**src/rtl/peripheral_msi_ahb2apb4_bridge.sv**
```systemverilog
// AHB-Lite responder that turns each accepted AHB beat into one
// APB4 transfer; APB wait states stretch the AHB data phase.
module peripheral_msi_ahb2apb4_bridge #(
  parameter int PLEN       = 64,
  parameter int XLEN       = 64,
  parameter int PADDR_SIZE = 32
) (
  input  logic                  HCLK,
  input  logic                  HRESET,
  input  logic                  HSEL,
  input  logic [PLEN-1:0]       HADDR,
  input  logic [XLEN-1:0]       HWDATA,
  output logic [XLEN-1:0]       HRDATA,
  input  logic                  HWRITE,
  input  logic [2:0]            HSIZE,
  input  logic [2:0]            HBURST,
  input  logic [3:0]            HPROT,
  input  logic [1:0]            HTRANS,
  input  logic                  HMASTLOCK,
  input  logic                  HREADY,
  output logic                  HREADYOUT,
  output logic                  HRESP,
  output logic                  PSEL,
  output logic                  PENABLE,
  output logic [PADDR_SIZE-1:0] PADDR,
  output logic                  PWRITE,
  output logic [31:0]           PWDATA,
  output logic [3:0]            PSTRB,
  output logic [2:0]            PPROT,
  input  logic [31:0]           PRDATA,
  input  logic                  PREADY,
  input  logic                  PSLVERR
);

  localparam int LW = (XLEN > 32) ? $clog2(XLEN / 32) : 1;

  typedef enum logic [2:0] {
    S_IDLE,
    S_WDATA,
    S_SETUP,
    S_ACCESS,
    S_DONE,
    S_ERR1,
    S_ERR2
  } state_t;

  state_t        r_state;
  logic [LW-1:0] r_lane;
  logic [LW-1:0] w_lane;
  logic [3:0]    w_strb;
  logic          w_accept;
  logic          w_unused;

  assign w_accept = HSEL & HREADY & HTRANS[1];

  assign w_unused = ^{HBURST, HMASTLOCK, HPROT[3:2],
                      HTRANS[0], HADDR, HWDATA};

  // 32-bit lane of the wide AHB bus addressed by this beat
  always_comb begin
    w_lane = '0;
    if (XLEN > 32) w_lane = HADDR[LW+1:2];
  end

  always_comb begin
    w_strb = 4'b0000;
    if (HWRITE) begin
      unique case (HSIZE)
        3'd0:    w_strb = 4'b0001 << HADDR[1:0];
        3'd1:    w_strb = HADDR[1] ? 4'b1100 : 4'b0011;
        default: w_strb = 4'b1111;
      endcase
    end
  end

  always_ff @(posedge HCLK) begin
    if (HRESET) begin
      r_state   <= S_IDLE;
      r_lane    <= '0;
      HREADYOUT <= 1'b1;
      HRESP     <= 1'b0;
      HRDATA    <= '0;
      PSEL      <= 1'b0;
      PENABLE   <= 1'b0;
      PADDR     <= '0;
      PWRITE    <= 1'b0;
      PWDATA    <= '0;
      PSTRB     <= '0;
      PPROT     <= '0;
    end else begin
      unique case (r_state)
        S_IDLE, S_DONE, S_ERR2: begin
          PSEL    <= 1'b0;
          PENABLE <= 1'b0;
          if (w_accept) begin
            r_lane <= w_lane;
            PADDR  <= HADDR[PADDR_SIZE-1:0];
            PWRITE <= HWRITE;
            PSTRB  <= w_strb;
            PPROT  <= {~HPROT[0], 1'b0, HPROT[1]};
            HREADYOUT <= 1'b0;
            if (HSIZE > 3'd2) begin
              r_state <= S_ERR1;
              HRESP   <= 1'b1;
            end else if (HWRITE) begin
              r_state <= S_WDATA;
              HRESP   <= 1'b0;
            end else begin
              r_state <= S_SETUP;
              HRESP   <= 1'b0;
              PSEL    <= 1'b1;
            end
          end else begin
            r_state   <= S_IDLE;
            HREADYOUT <= 1'b1;
            HRESP     <= 1'b0;
          end
        end
        S_WDATA: begin
          PWDATA  <= HWDATA[{r_lane, 5'b0} +: 32];
          PSEL    <= 1'b1;
          r_state <= S_SETUP;
        end
        S_SETUP: begin
          PENABLE <= 1'b1;
          r_state <= S_ACCESS;
        end
        S_ACCESS: begin
          if (PREADY) begin
            PSEL    <= 1'b0;
            PENABLE <= 1'b0;
            if (PSLVERR) begin
              r_state <= S_ERR1;
              HRESP   <= 1'b1;
            end else begin
              r_state   <= S_DONE;
              HREADYOUT <= 1'b1;
              if (!PWRITE) HRDATA <= {(XLEN/32){PRDATA}};
            end
          end
        end
        S_ERR1: begin
          r_state   <= S_ERR2;
          HREADYOUT <= 1'b1;
          HRESP     <= 1'b1;
        end
        default: begin
          r_state   <= S_IDLE;
          HREADYOUT <= 1'b1;
          HRESP     <= 1'b0;
          PSEL      <= 1'b0;
          PENABLE   <= 1'b0;
        end
      endcase
    end
  end

endmodule

```
**config.mk**
```make
export PLATFORM = sky130hd
export DESIGN_NAME = peripheral_msi_ahb2apb4_bridge
export DESIGN_NICKNAME = d
export VERILOG_FILES = /design/src/rtl/peripheral_msi_ahb2apb4_bridge.sv
export SDC_FILE = /design/constraint.sdc
export NUM_CORES = 1
export LEC_CHECK = 0
export BUFFER_PORTS_ARGS = -buffer_cell sky130_fd_sc_hd__buf_2
export CAP_MARGIN = 20
export CORE_AREA = 3 3 123 125
export DETAILED_ROUTE_END_ITERATION = 7
export DIE_AREA = 0 0 126 128
export GPL_TIMING_DRIVEN = 0
export PLACE_DENSITY_LB_ADDON = 0.15
export SLEW_MARGIN = 0
export SYNTH_ARGS = -nofsm -noshare
export SYNTH_HDL_FRONTEND = slang
export SYNTH_SLANG_ARGS = --single-unit
```
**constraint.sdc**
```tcl
create_clock -name HCLK -period 1.93 [get_ports HCLK]
set_input_delay 0.193 -clock HCLK [delete_from_list [all_inputs] [get_ports HCLK]]
set_output_delay 0.193 -clock HCLK [all_outputs]
set_load 0.02 [all_outputs]
```
==> results by group, run 1 <==
Synth
  • Post-synth EDFFs: 0
  • #FFs+latches synth: 110
  • Cell taking the most area after synthesis: dfxtp_1
  • Top_reg_cell synth: dfxtp_1
  • Synth Net Count: 731
  • Share of the synthesized area in the top cell type: 48.11%
  • Cell count after synthesis: 551
  • Netlist cell types: 32
  • Yosys warnings: 0
  • Netlist Area Pre-Place: 0.004577 mm2
  • Synth top area cells: dfxtp_1, nand2_1, a21oi_1, mux2i_1, buf_4
  • Mean area per synthesized cell: 8.307 um2
  • Register area share after synthesis: 48.11%
  • Asr flop ratio synth: 0%

Critical path
  • CP required: 2.14 ns
  • CP Cell Sequence: buf_4 > nor2b_4 > buf_6 > or4b_4 > clkbuf_1 > nand2_1 > a21oi_1
  • Crit path kind: reg2reg
  • Critical path depth in cells: 7
  • Worst path max stage delay: 0.53 ns
  • Crit path max fanout: 10
  • WP buf/inv: 3
  • WP data arrival: 1.99 ns
  • Critical path capture point type: flop
  • R2r worst-path depth: 7
  • Critical path's top delay family: simple AND/OR/NAND/NOR gates
  • Critical Path Source Type: flop
  • CP max-delay cell: or4b_4

Clock tree
  • Clock sink total: 110
  • CTS tree: built
  • CTS max path bufs: 2
  • Number of CTS-inserted buffers: 9
  • H-tree Lvls: 3
  • Clk_lat worst skew: 0.34 ns
  • Reg clk slew, reported paths: 0.07 ns
  • Root Buffer: clkbuf_16
  • Post-CTS Setup Inserts: 0

Global route
  • Largest net degree at the start of global routing: 19
  • Initial antenna violation count: 2
  • Vias in the first global route: 4,374
  • Global route total overflow: 0
  • Global-route wire length before repair: 21.65 mm
  • Tot GR Track Use: 16.50%

Floorplanning
  • Io pins: 320
  • DIE AREA: 0.01613 mm2
  • Die width: 126 um
  • Initial Util: 32.72%
  • Die Height: 128 um
  • Floorplan row count: 43
  • Core Area: 0.01399 mm2

Timing
  • Worst Max-Slew Pin Slew: 0.5848 ns
  • Headroom to the max-slew limit: 61.02%
  • Final setup fails: 0
  • Fin. Hold Viols: 0
  • RSZ-0062 raised after global routing: false
  • Maximum clock rate: 563.5 MHz
  • Final Cycle Share: 91.95%
  • Final Max Slew Viols: 0
  • Fin crit period: 1.775 ns
  • Fin Clk Skew: 0.006850 ns
  • Setup TNS: 0 ns

Place
  • IO buf count: 278
  • Post-DP HPWL: 11.32 mm
  • RePlAce Congestion: 0.8515

Pwr
  • Power Density: 745.2 mW/mm2
  • Leak: 3.030 nW
  • Max VDD drop: 0.3889 mV
  • Pwr Total: 4.830 mW

Routing
  • Avg WL per Cell: 13.50 um
  • Antenna-violating nets left: 0
  • Iteration-0 DRC Markers: 115
  • Drt drc: 0
  • Vias/cell: 4.496
  • Drt total wl: 13.85 mm
  • DR pass1 iterations: 5
  • Vias: 4,613

Worst hold path
  • Hold depth: 2
  • Worst Hold Class: in2reg

Finish
  • P&R area growth vs syn: 41.61%
  • Nets@finish: 1,020
  • Layout cells sized above 1: 41.78%

Status
  • Status: completed

Job
  • Max Cap Viol: 0
registers in the layout, indices dropped and copies added, names as in the netlist, 2 cells and up:
signal	flops
PSTRB	4
r_state	3
PWDATA	32
PPROT	2
HRDATA	32
PADDR	32
path summary, 6_finish.rpt:
check        startpoint        end  slack (ns)
max          r_state[2]  PADDR[10]        0.16
min            HPROT[0]   PPROT[2]        0.03
max reg2reg  r_state[2]  PADDR[10]        0.16
min reg2reg    PSTRB[1]   PSTRB[1]        0.45
routing by layer:
| metal | wire length [um] | GRT usage, % |
|---|---|---|
| met1 | 5562 | 19.16 |
| met2 | 6835 | 28.95 |
| met3 | 1175 | 4.708 |
| met4 | 264 | 6.120 |
| met5 | 13 | 0 |
cells by family after synthesis:
kind of cell / synth area share [%]
buf+inv: 10.47
compound gates: 15.94
other cells: 0.08193
flops: 48.11
mux: 6.998
simple gates: 18.40
layout make-up:
type,instances,area (um2)
multi-input combinational,361,1896
inverter,5,18.77
tap,180,225.2
clock buffer,10,239.0
sequential,110,2203
fill,1429,7507
buffer,75,461.7
timing repair buffer,278,1391
clock inverter,6,43.79
antenna,1,2.502
synthesized netlist by cell type (2+ instances only):
| cell type | n |
|---|---|
| dfxtp_1 | 110 |
| nor2_1 | 42 |
| buf_2 | 14 |
| buf_1 | 6 |
| o21ai_0 | 9 |
| buf_4 | 35 |
| mux2i_1 | 32 |
| a211oi_1 | 33 |
| nand3_1 | 5 |
| a31oi_1 | 2 |
| a32oi_1 | 2 |
| a21oi_1 | 75 |
| clkbuf_1 | 16 |
| inv_1 | 5 |
| nand2b_1 | 2 |
| nor2b_1 | 2 |
| nand2_1 | 143 |
| buf_6 | 4 |
stage by stage:
stage                     hold slack (ns)  instance area, um2  setup WS, ns  instances  utilization, %
final                             0.02660                6481        0.1554       1026           46.33
after global routing              0.02581                6481       0.01338       1026           46.33
after CTS                         0.01219                6476        0.1371       1025           46.30
after detailed placement           0.3853                6193       0.02625       1009           44.28
after global placement             0.3790                6193       0.06788       1009           44.28
after floorplan                    0.2886                4577        0.2982        551               -
where the power goes:
part / leakage [nW] / switching [mW] / internal, mW
clock network: 0.139 / 0.833 / 0.918
registers: 0.892 / 0.0471 / 2.35
logic: 2.00 / 0.394 / 0.283
layout by cell type (no fill, tap or decap), drive strengths merged:
cell type	n
a211oi	33
a21oi	75
a221oi	1
a31oi	2
a32oi	2
and3	1
buf	336
clkbuf	27
clkinv	3
clkinvlp	1
conb	1
dfxtp	110
diode	1
inv	7
mux2i	32
nand2	143
nand2b	2
nand3	5
nand3b	1
nor2	42
nor2b	3
nor4	2
nor4b	1
o2111ai	1
o21ai	9
o21bai	1
o22ai	1
or2	1
or4	1
or4b	1
what timing repair did:
| action | CTS | global route |
|---|---|---|
| endpoints found under the setup margin | 0 | 9 |
| resized for setup | 0 | 2 |
| hold buffers | 0 | 0 |
Power figures use the tool's default switching activity.
==> run 2, diff against run 1 <==
--- a/config.mk
+++ b/config.mk
@@ -7,9 +7,9 @@
 export LEC_CHECK = 0
 export BUFFER_PORTS_ARGS = -buffer_cell sky130_fd_sc_hd__buf_2
 export CAP_MARGIN = 20
-export CORE_AREA = 3 3 123 125
+export CORE_AREA = 3 3 122 124
 export DETAILED_ROUTE_END_ITERATION = 7
-export DIE_AREA = 0 0 126 128
+export DIE_AREA = 0 0 125 127
 export GPL_TIMING_DRIVEN = 0
 export PLACE_DENSITY_LB_ADDON = 0.15
 export SLEW_MARGIN = 0
==> results by group, run 2 (synthesis results as in run 1) <==
Critical path
  • CP Cell Sequence: buf_4 > nor2b_4 > buf_6 > or4b_4 > clkbuf_1 > nand2_1 > a21oi_1
  • R2r worst-path depth: 7 (unchanged)
  • Reg2reg end: PADDR[10]
  • Worst reg2reg setup slack: 0.14 ns (-0.02 ns)
  • Worst path max stage delay: 0.53 ns (about the same)
  • FF-to-FF Start: r_state[2]
  • Crit path kind: reg2reg
  • WP data arrival: 2.02 ns (+0.03 ns)
  • Critical Path Source Type: flop
  • Critical path depth in cells: 7 (unchanged)
  • Crit path to: PADDR[10]
  • CP required: 2.16 ns (+0.02 ns)
  • Crit path max fanout: 10 (unchanged)
  • Critical path capture point type: flop
  • Critical path's top delay family: simple AND/OR/NAND/NOR gates
  • CP max-delay cell: or4b_4
  • Crit path launch: r_state[2]
  • WP buf/inv: 3 (unchanged)

Routing
  • Iteration-0 DRC Markers: 111 (-3.5%)
  • Antenna-violating nets left: 0 (unchanged)
  • Drt drc: 0 (unchanged)
  • Vias/cell: 4.550 (+1.2%)
  • Vias: 4,673 (+1.3%)
  • Avg WL per Cell: 13.76 um (+1.9%)
  • DR pass1 iterations: 4 (-1)
  • Drt total wl: 14.13 mm (+2.0%)

Floorplanning
  • Die width: 125 um (-0.79%)
  • Floorplan row count: 43 (unchanged)
  • DIE AREA: 0.01588 mm2 (-1.6%)
  • Initial Util: 32.97% (+0.25 points)
  • Die Height: 127 um (-0.78%)
  • Core Area: 0.01388 mm2 (-0.77%)
  • Io pins: 320 (unchanged)

Global route
  • Global-route wire length before repair: 22.16 mm (+2.4%)
  • Global route total overflow: 0 (unchanged)
  • Initial antenna violation count: 3 (+1)
  • Tot GR Track Use: 17.19% (+0.69 points)
  • Vias in the first global route: 4,426 (+1.2%)
  • Largest net degree at the start of global routing: 18 (-1)

Clock tree
  • Clock sink total: 110 (unchanged)
  • Clk_lat worst skew: 0.35 ns (about the same)
  • Root Buffer: clkbuf_16
  • H-tree Lvls: 3 (unchanged)
  • CTS tree: built
  • Number of CTS-inserted buffers: 9 (unchanged)
  • Post-CTS Setup Inserts: 0 (unchanged)
  • Reg clk slew, reported paths: 0.07 ns (about the same)
  • CTS max path bufs: 2 (unchanged)

Timing
  • Setup TNS: 0 ns (unchanged)
  • Fin crit period: 1.791 ns (+0.01666 ns)
  • Maximum clock rate: 558.3 MHz (-0.93%)
  • Fin. Hold Viols: 0 (unchanged)
  • Final hold slack: 0.01978 ns (-0.006815 ns)
  • Fin Clk Skew: 0.005373 ns (-0.001477 ns)
  • Final Cycle Share: 92.81% (+0.86 points)
  • Final setup fails: 0 (unchanged)
  • Worst Max-Slew Pin Slew: 0.5297 ns (-0.05505 ns)
  • Final Max Slew Viols: 0 (unchanged)
  • Headroom to the max-slew limit: 64.69% (+3.7 points)

Finish
  • Layout cells sized above 1: 41.54% (-0.24 points)
  • Final core utilization: 47.16% (+0.83 points)
  • Fill count: 1,444 (+1.0%)
  • Reg area: 0.002202 mm2 (about the same)
  • P&R area growth vs syn: 43.03%
  • Most common cell after layout, fill and taps aside: buf_2
  • Top flop regs: HRDATA x32, PADDR x32, PWDATA x32
  • Nets@finish: 1,020 (unchanged)
  • Most frequent cells in the layout: buf_2, nand2_1, dfxtp_1
  • Finished Layout Cells: 1,027 (+0.097%)
  • Multi-input logic area: 0.001909 mm2 (+0.73%)

Place
  • Post-DP HPWL: 11.42 mm (+0.97%)
  • IO buf count: 278 (unchanged)
  • Placed Instances: 1,009 (unchanged)
  • RePlAce Congestion: 0.8522 (about the same)

Worst hold path
  • Worst Hold Class: in2reg

Status
  • Status: completed

Pwr
  • Power Density: 785.7 mW/mm2 (+5.4%)
  • Leak: 3.050 nW (+0.68%)
  • Max VDD drop: 0.4064 mV (+4.5%)
  • Pwr Total: 5.143 mW (+6.5%)

Job
  • Max Cap Viol: 0 (unchanged)
[run 2: layer usage]
metal  part of all wire [%]  routed length [um]  vias to the layer above  GRT usage, %
met1                     40                5597                     2072         19.57
li1                       -                   -                     2387             -
met5                  0.092                  13                        -             0
met4                    1.8                 248                        2         6.696
met3                    9.1                1292                       18         5.978
met2                     49                6977                      194         29.74
[run 2: worst min-delay path by stage]
stage	depth (start not counted)	to	from
after CTS	2	PPROT[2]	HPROT[0]
final	2	PPROT[2]	HPROT[0]
after floorplan	1	PPROT[2]	HPROT[0]
after global routing	2	PPROT[2]	HPROT[0]
after detailed placement	2	PPROT[2]	HPROT[0]
after global placement	2	PPROT[2]	HPROT[0]
[run 2: cell type report]
| class | count | area share, % |
|---|---|---|
| sequential | 110 | 33.64 |
| clock buffer | 12 | 3.918 |
| clock inverter | 4 | 1.185 |
| antenna | 2 | 0.07645 |
| buffer | 75 | 7.034 |
| inverter | 5 | 0.2867 |
| multi-input combinational | 361 | 29.17 |
| timing repair buffer | 278 | 21.25 |
| tap | 180 | 3.440 |
[run 2: what timing repair did]
| item | 4_1_cts | 5_1_grt |
|---|---|---|
| endpoints found under the hold margin | 0 | 0 |
| setup endpoints to repair | 0 | 1 |
| hold buffers | 0 | 0 |
| gates resized for setup | 0 | 2 |
[run 2: where the power goes]
group	internal [mW]	leakage, nW	switching [mW]	total [mW]
Sequential	2.35	0.891	0.0494	2.40
Combinational	0.283	2.00	0.392	0.675
Clock	1.22	0.163	0.848	2.07
Total	3.85	3.05	1.29	5.14
[run 2: metrics by stage]
| stage | setup slack, ns | cell area (um2) |
|---|---|---|
| after global routing | -0.01633 | 6546 |
| final | 0.1387 | 6546 |
| after CTS | 0.1347 | 6528 |
| after detailed placement | 0.08940 | 6193 |
| after global placement | 0.1685 | 6193 |
| after floorplan | 0.2982 | 4577 |
[run 2: worst reg2reg max path: cells and delay by family (launching register included)]
family	cells	cell delay, ns
AOI/OAI and AO/OA	1	0.07
buffers and inverters	3	0.57
DFF	1	0.31
and+or+nand+nor	3	0.72
==> run 3, diff against run 2 <==
--- a/config.mk
+++ b/config.mk
@@ -6,12 +6,11 @@
 export NUM_CORES = 1
 export LEC_CHECK = 0
 export BUFFER_PORTS_ARGS = -buffer_cell sky130_fd_sc_hd__buf_2
-export CAP_MARGIN = 20
 export CORE_AREA = 3 3 122 124
 export DETAILED_ROUTE_END_ITERATION = 7
 export DIE_AREA = 0 0 125 127
 export GPL_TIMING_DRIVEN = 0
-export PLACE_DENSITY_LB_ADDON = 0.15
+export PLACE_DENSITY = 0.73
 export SLEW_MARGIN = 0
 export SYNTH_ARGS = -nofsm -noshare
 export SYNTH_HDL_FRONTEND = slang
==> results by group, run 3 (synthesis results as in run 1) <==
Critical path
  • CP max-delay cell: or4b_4
  • R2r worst-path depth: 8 (+1)
  • WP data arrival: 1.99 ns (-0.03 ns)
  • CP required: 2.13 ns (-0.03 ns)
  • Crit path kind: reg2reg
  • CP Cell Sequence: buf_4 > nor2b_4 > buf_6 > or4b_4 > buf_6 > buf_6 > nand2_1 > a21oi_1
  • Top cell by count, worst path: buf_6
  • Critical path capture point type: flop
  • Crit path max fanout: 10 (unchanged)
  • Worst path max stage delay: 0.54 ns (about the same)
  • Critical Path Source Type: flop

Finish
  • P&R area growth vs syn: 41.80%
  • Nets@finish: 1,020 (unchanged)
  • Fill count: 1,445 (+0.069%)
  • Final Instance Area: 0.006490 mm2 (-0.86%)
  • Reg area: 0.002202 mm2 (unchanged)
  • Most common cell after layout, fill and taps aside: buf_2
  • Most frequent cells in the layout: buf_2, nand2_1, dfxtp_1
  • Multi-input logic area: 0.001909 mm2 (unchanged)
  • Layout cells sized above 1: 41.94% (+0.40 points)
  • Top flop regs: HRDATA x32, PADDR x32, PWDATA x32

Clock tree
  • H-tree Lvls: 3 (unchanged)
  • Number of CTS-inserted buffers: 9 (unchanged)
  • CTS max path bufs: 2 (unchanged)
  • CTS Hold Bufs: 0 (unchanged)
  • Clk_lat worst skew: 0.35 ns (about the same)
  • # resized after CTS: 1 (+1)
  • CTS tree: built
  • Reg clk slew, reported paths: 0.07 ns (about the same)
  • Root Buffer: clkbuf_16
  • Post-CTS Setup Inserts: 0 (unchanged)
  • Clock sink total: 110 (unchanged)

Worst hold path
  • Worst Hold Class: in2reg
  • Hold depth: 2 (unchanged)

Routing
  • Iteration-0 DRC Markers: 120 (+8.1%)
  • Antenna-violating nets left: 0 (unchanged)
  • Avg WL per Cell: 14.50 um (+5.4%)
  • Vias/cell: 4.580 (+0.65%)
  • Vias: 4,694 (+0.45%)
  • Drt total wl: 14.86 mm (+5.2%)
  • DR pass1 iterations: 4 (unchanged)
  • Drt drc: 0 (unchanged)

Floorplanning
  • Initial Util: 32.97% (unchanged)
  • DIE AREA: 0.01588 mm2 (unchanged)
  • Die width: 125 um (unchanged)
  • Floorplan row count: 43 (unchanged)
  • Io pins: 320 (unchanged)
  • Core Area: 0.01388 mm2 (unchanged)
  • Die Height: 127 um (unchanged)

Global route
  • Global route total overflow: 0 (unchanged)
  • Tot GR Track Use: 18.24% (+1.1 points)
  • Largest net degree at the start of global routing: 19 (+1)
  • Initial antenna violation count: 1 (-2)
  • Vias in the first global route: 4,596 (+3.8%)
  • Global-route wire length before repair: 23.50 mm (+6.0%)

Timing
  • RSZ-0062 raised after global routing: false
  • Final Max Slew Viols: 0 (unchanged)
  • Setup TNS: 0 ns (unchanged)
  • Fin. Hold Viols: 0 (unchanged)
  • Worst Max-Slew Pin Slew: 0.6246 ns (+0.09487 ns)
  • Fin Clk Skew: 0.008278 ns (+0.002905 ns)
  • Fin crit period: 1.793 ns (+0.001401 ns)
  • Final Cycle Share: 92.89% (about the same)
  • Final setup fails: 0 (unchanged)
  • Headroom to the max-slew limit: 58.36% (-6.3 points)
  • Maximum clock rate: 557.8 MHz (about the same)

Job
  • Max Cap Viol: 0 (unchanged)

Status
  • Status: completed

Place
  • RePlAce Congestion: 0.8229 (-3.4%)
  • IO buf count: 278 (unchanged)
  • Post-DP Area: 0.006193 mm2 (unchanged)
  • Post-DP HPWL: 11.99 mm (+4.9%)

Pwr
  • Power Density: 744.7 mW/mm2 (-5.2%)
  • Max VDD drop: 0.3564 mV (-12%)
  • Leak: 3.020 nW (-0.99%)
run 3: through the flow:
stage	util (%)	total power, mW	cells	worst slack, ns	hold slack (ns)
final	46.76	4.833	1025	0.1373	0.02387
after global routing	46.74	5.059	1024	0.001212	0.02188
after CTS	46.66	4.908	1024	0.05611	0.009160
after detailed placement	44.62	3.150	1009	-0.01205	0.3883
after global placement	44.62	3.140	1009	-0.01671	0.3756
after floorplan	-	2.826	551	0.2982	0.2886
run 3: per-layer routing:
| metal | up-vias | routed length, um | share of wire, % | track usage [%] |
|---|---|---|---|---|
| met5 | - | 13 | 0.087 | 0 |
| met4 | 2 | 333 | 2.2 | 7.079 |
| met3 | 24 | 1147 | 7.7 | 4.348 |
| met2 | 219 | 7445 | 50 | 32.46 |
| met1 | 2063 | 5919 | 40 | 21.29 |
| li1 | 2386 | - | - | - |
run 3: worst max-delay path, delay by kind of cell (launching register included):
family          cells  cell delay (ns)
compound gates      1             0.06
buf+inv             4             0.62
simple gates        3             0.65
flops               1             0.31
run 3: where the power goes:
group / leakage (nW) / internal, mW / switching (mW) / total [mW]
sequential: 0.891 / 2.35 / 0.0483 / 2.40
combinational: 2.00 / 0.285 / 0.404 / 0.688
clock: 0.124 / 0.878 / 0.865 / 1.74
total: 3.02 / 3.52 / 1.32 / 4.83
run 3: cell type report:
cell class / count / share of cell area, %
Clock buffer: 9 / 3.470
Tap cell: 180 / 3.470
Sequential cell: 110 / 33.93
Buffer: 75 / 7.191
Timing Repair Buffer: 278 / 21.44
Antenna cell: 1 / 0.03856
Inverter: 5 / 0.2892
Clock inverter: 6 / 0.7519
Multi-Input combinational cell: 361 / 29.42
run 3: final timing paths:
path               endpoint  slack, ns  startpoint
setup / recovery   PSTRB[0]       0.14  r_state[2]
hold reg to reg   PADDR[28]       0.45   PADDR[28]
setup reg to reg   PSTRB[0]       0.14  r_state[2]
hold / removal     PPROT[2]       0.02    HPROT[0]
